## config.mk

```make
export PLATFORM = sky130hd
export DESIGN_NAME = serial_subtractor_ctrl_flat
export DESIGN_NICKNAME = d
export VERILOG_FILES = /design/src/rtl/serial_sub_pkg.sv /design/src/rtl/serial_subtractor_ctrl_if.sv /design/src/rtl/fs_bit_cell.sv /design/src/rtl/serial_subtractor_ctrl.sv /design/src/flat_wrapper.sv
export SDC_FILE = /design/constraint.sdc
export NUM_CORES = 1
export LEC_CHECK = 0
export CORE_MARGIN = 3
export CORE_UTILIZATION = 30
export CTS_CLUSTER_SIZE = 16
export DETAILED_ROUTE_END_ITERATION = 10
export PLACE_DENSITY = 0.63
export SYNTH_ARGS = -nofsm -noshare
export SYNTH_HDL_FRONTEND = slang
export SYNTH_SLANG_ARGS = --single-unit
```

## constraint.sdc

```tcl
create_clock -name clk -period 3.1 [get_ports clk]
set_input_delay 0.465 -clock clk [delete_from_list [all_inputs] [get_ports clk]]
set_output_delay 0.465 -clock clk [all_outputs]
set_load 0.005 [all_outputs]
```

## src/rtl/serial_sub_pkg.sv

```systemverilog
// Shared types and defaults for the bit-serial subtractor.
package serial_sub_pkg;

   localparam int unsigned DEFAULT_WIDTH = 8;

   typedef enum logic [1:0] {
      IDLE  = 2'd0,
      SHIFT = 2'd1,
      DONE  = 2'd2
   } state_e;

endpackage

```

## src/rtl/serial_subtractor_ctrl_if.sv

```systemverilog
// Operand/result handshake bundle between producer, subtractor and consumer.
interface serial_subtractor_ctrl_if
   import serial_sub_pkg::*;
#(
   parameter int unsigned WIDTH = DEFAULT_WIDTH
);
   logic             in_valid;
   logic             in_ready;
   logic [WIDTH-1:0] a;
   logic [WIDTH-1:0] b;
   logic             borrow_in;
   logic             abort;
   logic             out_valid;
   logic             out_ready;
   logic [WIDTH-1:0] diff;
   logic             borrow_out;
   logic             busy;

   modport master (
      output in_valid, a, b, borrow_in, abort, out_ready,
      input  in_ready, out_valid, diff, borrow_out, busy
   );

   modport slave (
      input  in_valid, a, b, borrow_in, abort, out_ready,
      output in_ready, out_valid, diff, borrow_out, busy
   );
endinterface

```

## src/rtl/fs_bit_cell.sv

```systemverilog
// One-bit full subtractor: d = x - y - bi, bo = borrow out.
module fs_bit_cell (
   input  logic x,
   input  logic y,
   input  logic bi,
   output logic d,
   output logic bo
);
   assign d  = x ^ y ^ bi;
   assign bo = (~x & y) | (~(x ^ y) & bi);
endmodule

```

## src/rtl/serial_subtractor_ctrl.sv

```systemverilog
// Bit-serial a - b - borrow_in, LSB first, over WIDTH cycles with valid/ready on both sides.
// Optional build macro SERIAL_SUB_SATURATE_EN clamps an underflowing result to zero.
module serial_subtractor_ctrl
   import serial_sub_pkg::*;
#(
   parameter int unsigned WIDTH = DEFAULT_WIDTH
) (
   input logic                     clk,
   input logic                     rst_n,
   serial_subtractor_ctrl_if.slave bus
);
   localparam int unsigned CNT_W = (WIDTH > 1) ? $clog2(WIDTH) : 1;

   state_e           state, state_nxt;
   logic [WIDTH-1:0] a_sh, b_sh, diff_q, diff_shifted;
   logic [CNT_W-1:0] cnt;
   logic             borrow_q, borrow_out_q;
   logic             in_ready_q, out_valid_q, busy_q;
   logic             load_c, shift_c, last_c;
   logic             d_bit, br_bit;

   fs_bit_cell u_cell (
      .x  (a_sh[0]),
      .y  (b_sh[0]),
      .bi (borrow_q),
      .d  (d_bit),
      .bo (br_bit)
   );

   // Next state and datapath enables; abort outranks completion and handoff.
   always_comb begin
      state_nxt = state;
      load_c    = 1'b0;
      shift_c   = 1'b0;
      last_c    = 1'b0;
      case (state)
         IDLE: begin
            if (bus.in_valid) begin
               load_c    = 1'b1;
               state_nxt = SHIFT;
            end
         end
         SHIFT: begin
            if (bus.abort) begin
               state_nxt = IDLE;
            end else begin
               shift_c = 1'b1;
               if (cnt == CNT_W'(WIDTH - 1)) begin
                  last_c    = 1'b1;
                  state_nxt = DONE;
               end
            end
         end
         DONE: begin
            if (bus.abort || bus.out_ready) begin
               state_nxt = IDLE;
            end
         end
         default: state_nxt = IDLE;
      endcase
   end

`ifdef SERIAL_SUB_SATURATE_EN
   // Unsigned floor: an underflowing result is reported as zero.
   assign diff_shifted = (last_c && br_bit) ? '0 : {d_bit, diff_q[WIDTH-1:1]};
`else
   assign diff_shifted = {d_bit, diff_q[WIDTH-1:1]};
`endif

   // State and handshake flags registered from the next state.
   always_ff @(posedge clk or negedge rst_n) begin
      if (!rst_n) begin
         state       <= IDLE;
         in_ready_q  <= 1'b1;
         out_valid_q <= 1'b0;
         busy_q      <= 1'b0;
      end else begin
         state       <= state_nxt;
         in_ready_q  <= (state_nxt == IDLE);
         out_valid_q <= (state_nxt == DONE);
         busy_q      <= (state_nxt != IDLE);
      end
   end

   // Operand shifters, result shifter, borrow chain and bit counter.
   always_ff @(posedge clk or negedge rst_n) begin
      if (!rst_n) begin
         a_sh         <= '0;
         b_sh         <= '0;
         diff_q       <= '0;
         borrow_q     <= 1'b0;
         borrow_out_q <= 1'b0;
         cnt          <= '0;
      end else if (load_c) begin
         a_sh     <= bus.a;
         b_sh     <= bus.b;
         borrow_q <= bus.borrow_in;
         cnt      <= '0;
      end else if (shift_c) begin
         a_sh     <= {1'b0, a_sh[WIDTH-1:1]};
         b_sh     <= {1'b0, b_sh[WIDTH-1:1]};
         diff_q   <= diff_shifted;
         borrow_q <= br_bit;
         cnt      <= cnt + CNT_W'(1);
         if (last_c) begin
            borrow_out_q <= br_bit;
         end
      end
   end

   assign bus.in_ready   = in_ready_q;
   assign bus.out_valid  = out_valid_q;
   assign bus.busy       = busy_q;
   assign bus.diff       = diff_q;
   assign bus.borrow_out = borrow_out_q;

endmodule

```

## src/flat_wrapper.sv

```systemverilog
// flat-port wrapper written by rule: the top's interface ports become plain ports
module serial_subtractor_ctrl_flat import serial_sub_pkg::*;
#(
   parameter int unsigned WIDTH = DEFAULT_WIDTH
)
  (clk, rst_n, bus_in_valid, bus_a, bus_b, bus_borrow_in, bus_abort, bus_out_ready, bus_in_ready, bus_out_valid, bus_diff, bus_borrow_out, bus_busy);
  serial_subtractor_ctrl_if #(.WIDTH(WIDTH)) bus_i ();
  input logic clk;
  input logic rst_n;
  input wire logic [$bits(bus_i.in_valid)-1:0] bus_in_valid;
  input wire logic [$bits(bus_i.a)-1:0] bus_a;
  input wire logic [$bits(bus_i.b)-1:0] bus_b;
  input wire logic [$bits(bus_i.borrow_in)-1:0] bus_borrow_in;
  input wire logic [$bits(bus_i.abort)-1:0] bus_abort;
  input wire logic [$bits(bus_i.out_ready)-1:0] bus_out_ready;
  output wire logic [$bits(bus_i.in_ready)-1:0] bus_in_ready;
  output wire logic [$bits(bus_i.out_valid)-1:0] bus_out_valid;
  output wire logic [$bits(bus_i.diff)-1:0] bus_diff;
  output wire logic [$bits(bus_i.borrow_out)-1:0] bus_borrow_out;
  output wire logic [$bits(bus_i.busy)-1:0] bus_busy;
  assign bus_i.in_valid = bus_in_valid;
  assign bus_i.a = bus_a;
  assign bus_i.b = bus_b;
  assign bus_i.borrow_in = bus_borrow_in;
  assign bus_i.abort = bus_abort;
  assign bus_i.out_ready = bus_out_ready;
  assign bus_in_ready = bus_i.in_ready;
  assign bus_out_valid = bus_i.out_valid;
  assign bus_diff = bus_i.diff;
  assign bus_borrow_out = bus_i.borrow_out;
  assign bus_busy = bus_i.busy;
  serial_subtractor_ctrl #(.WIDTH(WIDTH)) u_core (.clk(clk), .rst_n(rst_n), .bus(bus_i));
endmodule
```

* After elaboration in Yosys (flattened, before gate mapping)
Cells that the tools add are included.
Word-level totals: bits in registers 34, input bits 22, output and inout bits 12, word-level logic and storage cells 50
Cells by class: add/subtract/negate cells 1, equality and inequality tests 4, muxes and demuxes 20, bitwise logic cells 8, reduce and logical (&&, ||, !) cells 7
Operators by type and width (number):
- 2-to-1 mux 8 bit | 4
- 2-to-1 mux 1 bit | 9
- 2-to-1 mux 2 bit | 4
- 2-to-1 mux 3 bit | 2
- case mux 2 bit (3 select lines) | 1
- == test 2 bit, second input constant | 2
- logical NOT 2 bit | 2
- nonzero test 2 bit | 2
- adder 3 x 1 -> 3 bit, second input constant | 1
- == test 3 bit, second input constant | 1
- NOT 1 bit | 3
- AND reduction 3 bit | 1
- AND 1 bit | 2
- == test 2 x 1 -> 1 bit, second input constant | 1
- AND reduction 2 bit | 1
- bitwise XOR 1 bit | 2
- logical OR 1 bit | 1
- OR 1 bit | 1

* Depth between registers and ports, before layout
depth after elaboration 6, gate-level depth with buffers 5

* Hierarchy
Synthesis repeated with hierarchy kept, for this count alone.
Unflattened totals: cell total of the unflattened synthesis 155, area total of the unflattened synthesis 1487.7 µm²
By module, submodules not included:
- serial_subtractor_ctrl | instances 1, cells each 151, area each 1456.4 µm²
- fs_bit_cell | instances 1, cells each 4, area each 31.3 µm²

* Worst setup path after synthesis
Ideal clock, no wire load.
path kind register to register, start point register u_core.state[1], end point register u_core.diff_q[0], in the netlist u_core.bus.diff[0], library setup time 0.125 ns, arrival 1.279 ns, data required time 2.975 ns, path slack 1.697 ns, stages on the path, launching flop included 5, cell sequence dfrtp_1 buf_2 nor3b_4 buf_6 mux2_2
Between the ends: longest elaborated chain between the ends 4
Ends and longest elaborated chain:
- start, declared | RTL line serial_subtractor_ctrl.sv:14 | state_e state, state_nxt;
- start signal, assigned | RTL line serial_subtractor_ctrl.sv:78 | state <= state_nxt;
- logical NOT 2 bit | RTL line serial_subtractor_ctrl.sv:36 | case (state)
- 2-to-1 mux 1 bit | RTL line serial_subtractor_ctrl.sv:36
- NOT 1 bit (no source line)
- AND reduction 2 bit (no source line) (*)
- end signal, assigned | RTL line serial_subtractor_ctrl.sv:102 | diff_q <= diff_shifted;
- end, declared | RTL line serial_subtractor_ctrl.sv:15 | logic [WIDTH-1:0] a_sh, b_sh, diff_q, diff_shifted;
Mark *: on every way between the ends. The rest lies on a longest branch, timed or not. A chain may end at the register's enable or synchronous reset.

* Worst setup path in the final report
start point input bus_abort, end point register u_core.borrow_out_q, in the netlist u_core.bus.borrow_out
Between the ends: longest elaborated chain between the ends 3
Ends and longest elaborated chain:
- start, declared | RTL line flat_wrapper.sv:14 | input wire logic [$bits(bus_i.abort)-1:0] bus_abort;
- 2-to-1 mux 1 bit | RTL line serial_subtractor_ctrl.sv:44 | if (bus.abort) begin
- 2-to-1 mux 1 bit | RTL line serial_subtractor_ctrl.sv:36
- AND reduction 3 bit (no source line) (*)
- end signal, assigned | RTL line serial_subtractor_ctrl.sv:106 | borrow_out_q <= br_bit;
- end, declared | RTL line serial_subtractor_ctrl.sv:17 | logic borrow_q, borrow_out_q;
Marks and branches as above.

==> reports/metrics.csv <==
metric,value,unit
Synth Register Bits,34,
worst hold path type,reg2reg,
Worst Hold Path Cells,1,
Hold Fails Final Rpt,0,
CTS Buffer Depth,2,
DRC viols,0,
antenna diode count,0,
slowest CP cell,clkdlybuf4s50_1,
worst-path cell chain,clkdlybuf4s50_1 -> nor3b_4 -> buf_4 -> nand2_1 -> mux2i_1,
Port-buffer cells,33,
max-cap violations,0,
global-route wire length before repair,5060,um
sink of the worst hold path,u_core.a_sh[6],
YS warnings,0,
endpoints failing setup,0,
drt pass-1 iters,4,
Initial Util,31.6,%
clk root buf,clkbuf_8,
Clock Sinks,34,
Fillers,467,
"Data required, critical path",3.27,ns
RSZ-0062 raised after global routing,false,
part of the power in registers,47.7,%
VDD IR max,221,uV
register area share after synthesis,56.0,%
Slew @ Worst Pin,1.02,ns
post-route ant nets,0,
min cycle time layout,2.01,ns
Die ar.,5970,um^2
Critical Path AT,2.19,ns
async set or reset register ratio after synthesis,100,%
syn_area_per_cell,12.6,um^2
Final period util,65.0,%
post-CTS setup buffer count,0,
pwr dens,669,nW/um^2
Setup TNS,0,ns
part of the power in the clock network,25.3,%
post-layout util,41.5,%
total grt overflow,0,
CTS Buf Count,5,
Post-synth EDFFs,0,
RR Startpoint,u_core.state[0],
Slew Limit Fails,0,
Core Footprint,4820,um^2
clk_skew,0.00399,ns
drt initial violations,64,
CTS tree,built,
Post-Layout Inst Area,2000,um^2
routed via count,1072,
post-synthesis cell type count,28,
Die Width,77.2,um
Combinational Power Share,27.0,%
die height,77.2,um
Sw Share,27.0,%
worst skew pair latency,0.29,ns
Post-CTS Resized,0,
synthesized cell area,1520,um^2
Psw,362,uW
Post-CTS Hold Buffers,0,
R2R depth,3,
Crit Path Max Fanout,15,
Reg2Reg Capture Point,u_core.a_sh[1],
Internal Power,977,uW
Crit path largest cell delay,0.64,ns
"Primary FF master, synth",dfrtp_1,
initial antenna violation count,0,
"commonest cells after routing, fill and taps aside","clkdlybuf4s50_1, dfrtp_1, a22o_1",
I/O pin cnt,34,
GP Congestion,0.701,
fraction of layout cells with a size suffix above 1,13.4,%
Worst setup EP type,flop,
Post-Place Cell Area,1910,um^2
critical path startpoint category,input pin,
vias in the first global route,1046,
Crit Path Class,in2reg,
vias per inst,4.79,
H-tree lvl count,2,
GR Util All Layers,11.0,%
final WL,3080,um
Leak,0.000963,uW
outcome,"complete, no violations",
Post-Syn Instances,121,
DR WL/cell,13.8,um
nets@finish,181,
fmax,0.497,GHz
syn_nets,146,
HPWL Detailed,2140,um
row cnt,25,
pin count of the biggest net entering global routing,35,
clock-pin slew of the registers on the worst-case setup and hold paths,0.07,ns
Layout area overhead,31.4,%
hold path start,u_core.a_sh[6],
Rel. slew slack,31.8,%
FF-to-FF setup slack,1.22,ns
flip-flops by register name, summed over array words and instances, names as in the netlist:
| name | flops |
|---|---|
| u_core.cnt | 3 |
| u_core.bus.diff | 8 |
| u_core.bus.in_ready | 1 |
| u_core.bus.busy | 1 |
| u_core.borrow_q | 1 |
| u_core.bus.borrow_out | 1 |
| u_core.state | 2 |
| u_core.a_sh | 8 |
| u_core.b_sh | 8 |
| u_core.bus.out_valid | 1 |
cell type report:
class	instances	area [um^2]	area share, %
repair buffers	35	345	17.3
multi-input cells	75	609	30.5
well taps	67	83.8	4.19
inverters	5	18.8	0.938
clock buffers	7	86.3	4.32
flip-flops and latches	34	852	42.6
clock inverters	1	5.00	0.250
per-layer routing:
metal / track usage (%) / routed length, um
met4: 5.87 / 57
met2: 16.1 / 1450
met3: 3.99 / 202
met1: 14.0 / 1370
met5: 0 / 0
power groups by stage:
stage	Combinational, uW	Clock, uW	Sequential, uW
2_1_floorplan	188	0	632
3_3_place_gp	352	0	639
3_5_place_dp	367	0	648
4_1_cts	367	351	641
5_1_grt	394	370	655
6_report	361	339	639
cell usage after synthesis (2+ instances only):
cell type / number / area, um^2
a21o_1: 17 / 128
a21oi_1: 2 / 10.0
a22o_1: 19 / 166
buf_2: 4 / 20.0
dfrtp_1: 33 / 826
ha_1: 2 / 25.0
inv_1: 5 / 18.8
mux2_2: 8 / 90.1
nand2_1: 5 / 18.8
nor2_1: 3 / 11.3
nor2b_1: 4 / 25.0
o21ai_0: 3 / 15.0
cell families after synthesis:
group / count (synthesis) / share of synthesized area (%)
fa+ha+maj: 3 / 2.96
buf+inv: 12 / 4.03
flops: 34 / 56.0
mux: 9 / 6.57
simple gates: 17 / 6.90
compound gates: 46 / 23.6
critical path: cells and delay by family:
kind                   cells  cell delay [ns]
muxes                      1             0.12
buffers and inverters      2             0.95
and+or+nand+nor            2             0.65
how the worst max path moves through the flow:
| stage | start | endpoint | slack, ns | depth (start not counted) |
|---|---|---|---|---|
| detailed placement | bus_abort | u_core.bus.borrow_out | 0.79 | 5 |
| finish | bus_abort | u_core.bus.borrow_out | 1.09 | 5 |
| floorplan | u_core.state[1] | u_core.bus.diff[0] | 1.70 | 4 |
| global route | bus_abort | u_core.bus.borrow_out | 0.99 | 5 |
| global placement | bus_abort | u_core.bus.borrow_out | 0.82 | 5 |
| CTS | bus_abort | u_core.bus.borrow_out | 1.09 | 5 |
per-stage QoR:
step	std cells	setup WS [ns]	hold slack (ns)	total power (uW)
after floorplan	121	1.70	0.169	820
after global placement	216	0.822	0.459	991
after detailed placement	216	0.789	0.466	1010
after CTS	224	1.09	0.482	1360
after global routing	224	0.995	0.496	1420
final	224	1.09	0.480	1340
Power figures use the tool's default switching activity.
